**config.mk**
```make
export PLATFORM = sky130hd
export DESIGN_NAME = aes_job_arbiter
export DESIGN_NICKNAME = d
export VERILOG_FILES = /design/src/rtl/aes_ctrl_pkg.sv /design/src/rtl/rr_arbiter.sv /design/src/rtl/aes_job_arbiter.sv
export SDC_FILE = /design/constraint.sdc
export NUM_CORES = 1
export LEC_CHECK = 0
export CAP_MARGIN = 30
export CORE_AREA = 2 2 565 567
export CTS_CLUSTER_SIZE = 10
export DETAILED_ROUTE_END_ITERATION = 8
export DIE_AREA = 0 0 567 569
export HOLD_SLACK_MARGIN = 0.02
export PLACE_DENSITY_LB_ADDON = 0.3
export SETUP_SLACK_MARGIN = 0.02
export SLEW_MARGIN = 10
export SYNTH_ARGS = -nofsm -noshare
export SYNTH_HDL_FRONTEND = slang
export SYNTH_SLANG_ARGS = --single-unit
```
**constraint.sdc**
```tcl
create_clock -name clk -period 2.26 [get_ports clk]
set_clock_uncertainty 0.1 [all_clocks]
set_input_delay 0.678 -clock clk [delete_from_list [all_inputs] [get_ports clk]]
set_output_delay 0.678 -clock clk [all_outputs]
set_load 0.005 [all_outputs]
```
**src/rtl/aes_ctrl_pkg.sv**
```systemverilog
// Shared types and constants for the AES job arbiter.
//   state_t      : job scheduler FSM states
//   KEY_MODE_*   : core key-mode encodings (1x selects 256-bit)
//   AES_BLK_W    : block width, AES_KEY_W : key port width
//   key_len()    : folds the two 256-bit encodings into one value for comparison
package aes_ctrl_pkg;

  localparam int unsigned AES_BLK_W = 128;
  localparam int unsigned AES_KEY_W = 256;

  localparam logic [1:0] KEY_MODE_128 = 2'b00;
  localparam logic [1:0] KEY_MODE_192 = 2'b01;
  localparam logic [1:0] KEY_MODE_256 = 2'b10;

  typedef enum logic [2:0] {
    IDLE,
    ARB,
    KEY_START,
    KEY_FLUSH,
    KEY_WAIT,
    ISSUE,
    BUSY,
    RESP
  } state_t;

  // 2'b10 and 2'b11 both mean a 256-bit key, so they share one expanded schedule.
  function automatic logic [1:0] key_len(input logic [1:0] mode);
    logic [1:0] len;
    if (mode[1]) begin
      len = KEY_MODE_256;
    end else if (mode[0]) begin
      len = KEY_MODE_192;
    end else begin
      len = KEY_MODE_128;
    end
    return len;
  endfunction

endpackage

```
**src/rtl/rr_arbiter.sv**
```systemverilog
// Combinational round-robin arbiter.
//   req   : request vector
//   ptr   : index with highest priority this round
//   grant : one-hot grant, first set request at or after ptr (wrapping)
//   idx   : binary index of the granted request
//   found : at least one request was set
module rr_arbiter #(
  parameter int unsigned N = 2,
  localparam int unsigned IdxW = (N > 1) ? $clog2(N) : 1
) (
  input  logic [N-1:0]    req,
  input  logic [IdxW-1:0] ptr,
  output logic [N-1:0]    grant,
  output logic [IdxW-1:0] idx,
  output logic            found
);

  int unsigned cand;

  always_comb begin
    grant = '0;
    idx   = '0;
    found = 1'b0;
    cand  = 0;
    for (int unsigned i = 0; i < N; i++) begin
      cand = (32'(ptr) + i) % N;
      if (!found && req[IdxW'(cand)]) begin
        found              = 1'b1;
        grant[IdxW'(cand)] = 1'b1;
        idx                = IdxW'(cand);
      end
    end
  end

endmodule

```
**src/rtl/aes_job_arbiter.sv**
```systemverilog
// Round-robin job scheduler sharing one AES core between NUM_REQ requesters.
// Key expansion is skipped when the same requester reuses the key that is already expanded.
//   clk, reset                : clock, synchronous active-high reset
//   req_valid/ready           : per-requester job handshake (ready is one-hot, one cycle)
//   req_key_reuse/key/key_mode/ende/data : per-requester job payload
//   resp_valid/ready, resp_data : one-hot result handshake and result block
//   err_timeout, err_id       : abort pulse and requester of the aborted job
//   core_*                    : AES core interface (all core inputs driven here)
module aes_job_arbiter
  import aes_ctrl_pkg::*;
#(
  parameter int unsigned NUM_REQ     = 2,
  parameter int unsigned TIMEOUT_CYC = 64,
  localparam int unsigned IdW  = $clog2(NUM_REQ),
  localparam int unsigned CntW = $clog2(TIMEOUT_CYC)
) (
  input  logic                       clk,
  input  logic                       reset,
  input  logic [NUM_REQ-1:0]         req_valid,
  output logic [NUM_REQ-1:0]         req_ready,
  input  logic [NUM_REQ-1:0]         req_key_reuse,
  input  logic [NUM_REQ*AES_KEY_W-1:0] req_key,
  input  logic [NUM_REQ*2-1:0]       req_key_mode,
  input  logic [NUM_REQ-1:0]         req_ende,
  input  logic [NUM_REQ*AES_BLK_W-1:0] req_data,
  output logic [NUM_REQ-1:0]         resp_valid,
  input  logic [NUM_REQ-1:0]         resp_ready,
  output logic [AES_BLK_W-1:0]       resp_data,
  output logic                       err_timeout,
  output logic [IdW-1:0]             err_id,
  output logic                       core_enable,
  output logic                       core_start,
  output logic                       core_ende,
  output logic [1:0]                 core_key_mode,
  output logic [AES_KEY_W-1:0]       core_key,
  output logic                       core_data_valid,
  output logic [AES_BLK_W-1:0]       core_data,
  input  logic                       core_ready,
  input  logic                       core_key_ready,
  input  logic                       core_out_valid,
  input  logic [AES_BLK_W-1:0]       core_out_data
);

  state_t          state_q;
  logic [IdW-1:0]  ptr_q;
  logic [IdW-1:0]  id_q;
  logic [IdW-1:0]  owner_q;
  logic            key_valid_q;
  logic [CntW-1:0] cnt_q;

  logic [NUM_REQ-1:0] gnt;
  logic [IdW-1:0]     gnt_idx;
  logic               gnt_found;
  logic               reuse_hit;
  logic               timeout_hit;

  rr_arbiter #(
    .N(NUM_REQ)
  ) u_rr (
    .req  (req_valid),
    .ptr  (ptr_q),
    .grant(gnt),
    .idx  (gnt_idx),
    .found(gnt_found)
  );

  // The expanded schedule in the core is only valid for the owner's key at the same key length.
  assign reuse_hit = key_valid_q && (owner_q == gnt_idx) && req_key_reuse[gnt_idx] &&
                     (key_len(req_key_mode[gnt_idx*2 +: 2]) == key_len(core_key_mode));

  assign timeout_hit = ((state_q == KEY_WAIT) || (state_q == BUSY)) &&
                       (cnt_q == CntW'(TIMEOUT_CYC - 1));

  assign req_ready   = (state_q == ARB) ? gnt : '0;
  assign err_timeout = timeout_hit;
  assign err_id      = timeout_hit ? id_q : '0;

  always_ff @(posedge clk) begin
    if (reset) begin
      state_q         <= IDLE;
      ptr_q           <= '0;
      id_q            <= '0;
      owner_q         <= '0;
      key_valid_q     <= 1'b0;
      cnt_q           <= '0;
      resp_valid      <= '0;
      resp_data       <= '0;
      core_enable     <= 1'b0;
      core_start      <= 1'b0;
      core_ende       <= 1'b0;
      core_key_mode   <= '0;
      core_key        <= '0;
      core_data_valid <= 1'b0;
      core_data       <= '0;
    end else begin
      core_enable     <= 1'b1;
      core_start      <= 1'b0;
      core_data_valid <= 1'b0;
      unique case (state_q)
        IDLE: begin
          if (|req_valid) state_q <= ARB;
        end
        ARB: begin
          if (gnt_found) begin
            core_key      <= req_key[gnt_idx*AES_KEY_W +: AES_KEY_W];
            core_key_mode <= req_key_mode[gnt_idx*2 +: 2];
            core_ende     <= req_ende[gnt_idx];
            core_data     <= req_data[gnt_idx*AES_BLK_W +: AES_BLK_W];
            id_q          <= gnt_idx;
            ptr_q         <= (gnt_idx == IdW'(NUM_REQ - 1)) ? '0 : gnt_idx + 1'b1;
            if (reuse_hit) begin
              state_q <= ISSUE;
            end else begin
              state_q    <= KEY_START;
              core_start <= 1'b1;
            end
          end else begin
            state_q <= IDLE;
          end
        end
        KEY_START: begin
          key_valid_q <= 1'b0;
          state_q     <= KEY_FLUSH;
        end
        // core_key_ready may still show the previous schedule here.
        KEY_FLUSH: begin
          cnt_q   <= '0;
          state_q <= KEY_WAIT;
        end
        KEY_WAIT: begin
          if (timeout_hit) begin
            key_valid_q <= 1'b0;
            state_q     <= IDLE;
          end else if (core_key_ready) begin
            key_valid_q <= 1'b1;
            owner_q     <= id_q;
            state_q     <= ISSUE;
          end else begin
            cnt_q <= cnt_q + 1'b1;
          end
        end
        ISSUE: begin
          if (core_ready) begin
            core_data_valid <= 1'b1;
            cnt_q           <= '0;
            state_q         <= BUSY;
          end
        end
        BUSY: begin
          if (timeout_hit) begin
            key_valid_q <= 1'b0;
            state_q     <= IDLE;
          end else if (core_out_valid) begin
            resp_data  <= core_out_data;
            resp_valid <= {{(NUM_REQ - 1){1'b0}}, 1'b1} << id_q;
            state_q    <= RESP;
          end else begin
            cnt_q <= cnt_q + 1'b1;
          end
        end
        RESP: begin
          if (|(resp_valid & resp_ready)) begin
            resp_valid <= '0;
            state_q    <= IDLE;
          end
        end
        default: state_q <= IDLE;
      endcase
    end
  end

endmodule

```
==> results.py <==
metrics = {
    "status": {
        "status": "complete, but fails checks",
        "violations": "setup timing",
    },
    "routing": {
        "vias": 25700,
        "routed_wl_microns": 244000,
        "drc": 0,
        "wl_met2_microns": 102000,
        "dr.first_iter.drc_count": 3370,
        "avgRoutedWirePerCell_microns": 31.2,
        "wl_met3_microns": 34800,
        "wl_met1_microns": 97000,
        "antenna_left": 0,
        "top_layer": "met5",
        "via_per_inst": 3.28,
        "drt-pass1-iter-count": 8,
    },
    "min_path": {
        "hp-class": "input port to flop",
    },
    "critical_path": {
        "max_stage_delay_ns": 0.48,
        "r2r_slack_ns": -0.17,
        "path_cells": "or3b_4 > nor2_4 > buf_6",
        "arrival_ns": 1.90,
        "cp.depth": 3,
        "start_kind": "flop",
        "r2r_start": "state_q[2]$_SDFFE_PP0P_",
        "crit_path_end": "req_ready[1]",
        "cp.buffers_inverters": 1,
        "reg2regPathDepth": 11,
        "critPathMaxFanout": 3,
        "worst_ep_required_time_ns": 1.48,
        "cp_top_family": "simple AND/OR/NAND/NOR gates",
        "crit_start": "state_q[2]$_SDFFE_PP0P_",
        "r2r_end": "core_key[23]$_SDFFE_PP0P_",
        "endpoint_kind": "output pin",
        "cpMaxStageDelayCell": "or3b_4",
        "crit_type": "flop to output pin",
    },
    "yosys": {
        "syn_inst": 2021,
        "ys_seq_elements": 533,
        "ys_async_sr_fraction": 0,
        "synth_area_sq_um": 19300,
        "syn-num-nets": 2935,
        "ys_warn_count": 0,
        "yosysSeqAreaShare": 0.553,
        "syn_avg_cell_area_sq_um": 9.54,
        "yosys.area.top_type": "dfxtp_1",
        "synthFlopType": "dfxtp_1",
        "synth_enable_flop_cells": 0,
        "ys_top_cells_by_area": "dfxtp_1, a222oi_1, nor2_1",
        "yosysTopAreaCellShare": 0.553,
        "synth_cell_types": 48,
    },
    "placed_design": {
        "dp_hpwl_microns": 205000,
        "placed_area_sq_um": 39200,
        "io_buffers": 1436,
        "placedCellCount": 7570,
        "gp_congestion": 0.948,
    },
    "sta": {
        "fmax_mhz": 373,
        "rsz0062_at_grt": "true",
        "setup-tns-final_ns": -20.22,
        "slew_headroom": 0.609,
        "fin_ws_ns": -0.418,
        "period_minus_slack_ns": 2.68,
        "hold_viol": 0,
        "slew_viol_final": 0,
        "tightest_slew_ns": 0.587,
        "period_share": 1.19,
        "finalSetupViolCount": 286,
    },
    "clock_network": {
        "clockBufferDepth": 4,
        "cts_root_buf": "clkbuf_16",
        "cts_max_level": 3,
        "cts_buffers": 79,
        "clk_pin_slew_worst_paths_ns": 0.06,
        "cts.sinks": 533,
        "clk_latency_ns": 0.76,
        "cts_tree": "built",
    },
    "flow_run": {
        "drv_cap": 0,
    },
    "die": {
        "start_util": 0.0609,
        "rows": 207,
        "die-height_microns": 569,
        "core-area_sq_um": 317000,
        "io_pins": 1437,
        "die_w_microns": 567,
        "dieArea_sq_um": 323000,
    },
    "layout": {
        "final_layout_size_suffix_gt1_frac": 0.202,
        "num-nets-final": 4454,
        "final-instance-count-excl-fill": 7836,
        "final_area_sq_um": 42800,
        "postLayoutCoreUtil": 0.135,
        "synthToLayoutAreaGrowth_pct": 122,
    },
    "global_route": {
        "grt_util_all_layers": 0.140,
        "grt_overflow": 0,
        "grt_max_degree": 85,
        "first_global_vias": 24200,
        "grt_pass1_wl_microns": 289000,
        "grt_antenna_before_repair": 190,
    },
    "power": {
        "p_leak_nw": 16.0,
        "p_per_area_nw_per_um2": 756,
        "power_mw": 32.4,
        "ir_drop_uv": 424,
    },
}
worst min path at each step:
stage / from / to / slack, ns / cells past startpoint
3_3_place_gp: resp_data[19]$_SDFFE_PP0P_ / resp_data[19]$_SDFFE_PP0P_ / 0.34 / 2
5_1_grt: reset / resp_data[101]$_SDFFE_PP0P_ / 0.29 / 3
3_5_place_dp: resp_data[23]$_SDFFE_PP0P_ / resp_data[23]$_SDFFE_PP0P_ / 0.35 / 2
6_report: reset / resp_data[126]$_SDFFE_PP0P_ / 0.33 / 3
4_1_cts: reset / resp_data[126]$_SDFFE_PP0P_ / 0.26 / 3
2_1_floorplan: resp_data[0]$_SDFFE_PP0P_ / resp_data[0]$_SDFFE_PP0P_ / 0.35 / 2
area by class of cell:
cell class,count,area (sq um)
Clock inverter,19,205
Inverter,4,15.0
Sequential cell,533,10800
Clock buffer,118,2370
Fill cell,36100,274000
Antenna cell,60,150
Timing Repair Buffer,1657,16300
Tap cell,4180,5230
Multi-Input combinational cell,1265,7750
worst register-to-register path, stage by stage, from the launching register on:
cell and delay [ns]:
dfxtp_4 0.36, or3b_4 0.49, nor2_4 0.21, buf_4 0.14, buf_6 0.09, buf_12 0.14, buf_16 0.17, buf_12 0.23
buf_12 0.14, clkbuf_16 0.17, a222oi_1 0.09, nor2_1 0.09
Yosys cell counts (2+ instances only):
cell / number
o21ai_0: 5
buf_4: 5
a222oi_1: 385
nand3_1: 9
mux2i_1: 5
buf_2: 102
a211oi_1: 3
a21oi_1: 137
buf_6: 2
or3_1: 2
nand4_1: 3
o2111ai_1: 3
nor2b_1: 2
nor2_1: 402
o211ai_1: 2
and2_1: 2
inv_1: 4
dfxtp_1: 533
a311oi_1: 2
nand2_1: 267
o211a_1: 2
clkbuf_1: 108
nor3_1: 5
nand3b_1: 2
xor2_1: 4
and3_1: 3
kinds of logic (layout without fill, tap and decap cells):
group | Yosys count | in the layout | synth area share
and+or+nand+nor | 706 | 706 | 0.143
AOI/OAI and AO/OA | 548 | 548 | 0.246
DFF | 533 | 533 | 0.553
buffers and inverters | 223 | 1798 | 0.0523
xor gates and xnor gates | 5 | 5 | 0.00227
muxes | 5 | 5 | 0.00260
adders and majority gates | 1 | 1 | 0.000649
other | 0 | 60 | 0
cells in the final DEF, fill, tap and decap left out, drive strengths merged, types with 3 or more instances in the layout:
cell type and count:
a211oi 4, a21oi 137, a222oi 385, and2 3, and3 3, buf 439
bufinv 3, clkbuf 145, clkdlybuf4s15 85, clkdlybuf4s50 910, clkinv 10, dfxtp 533
diode 60, dlygate4sd2 194, inv 8, mux2i 5, nand2 267, nand3 9
nand4 3, nor2 403, nor3 5, o2111ai 3, o21ai 6, xor2 4
registers in the layout (all words and copies together), names as in the netlist:
signal / cells
cnt_q: 6
core_data: 128
core_data_valid: 1
core_enable: 1
core_ende: 1
core_key: 256
core_key_mode: 2
core_start: 1
id_q: 1
key_valid_q: 1
owner_q: 1
ptr_q: 1
resp_data: 128
resp_valid: 2
state_q: 3
layer usage:
layer  global-route usage  up-vias
li1                     -    10900
met1                0.162    12400
met2                0.208     1821
met3               0.0859      438
met4               0.0497       78
met5                    0        -
timing repair:
action,in CTS,in global routing
pin swaps,11,35
resized for setup,1363,75
endpoints found under the setup margin,653,300
buffers inserted,21,19
hold buffers,0,0
cloned,2,31
where the power goes:
group          internal (mW)  leakage, nW  switching, mW  total, mW
Sequential              10.3         4.37          0.627       10.9
Combinational           4.30         10.4           4.48       8.78
Clock                   7.58         1.27           5.07       12.7
Total                   22.2         16.0           10.2       32.4
stage by stage:
stage	setup slack [ns]	hold slack [ns]
global placement	-1.31	0.341
CTS	-0.553	0.260
detailed placement	-0.892	0.346
finish	-0.418	0.333
floorplan	0.145	0.353
global route	-0.526	0.285
(Power assumes the default switching activity.)
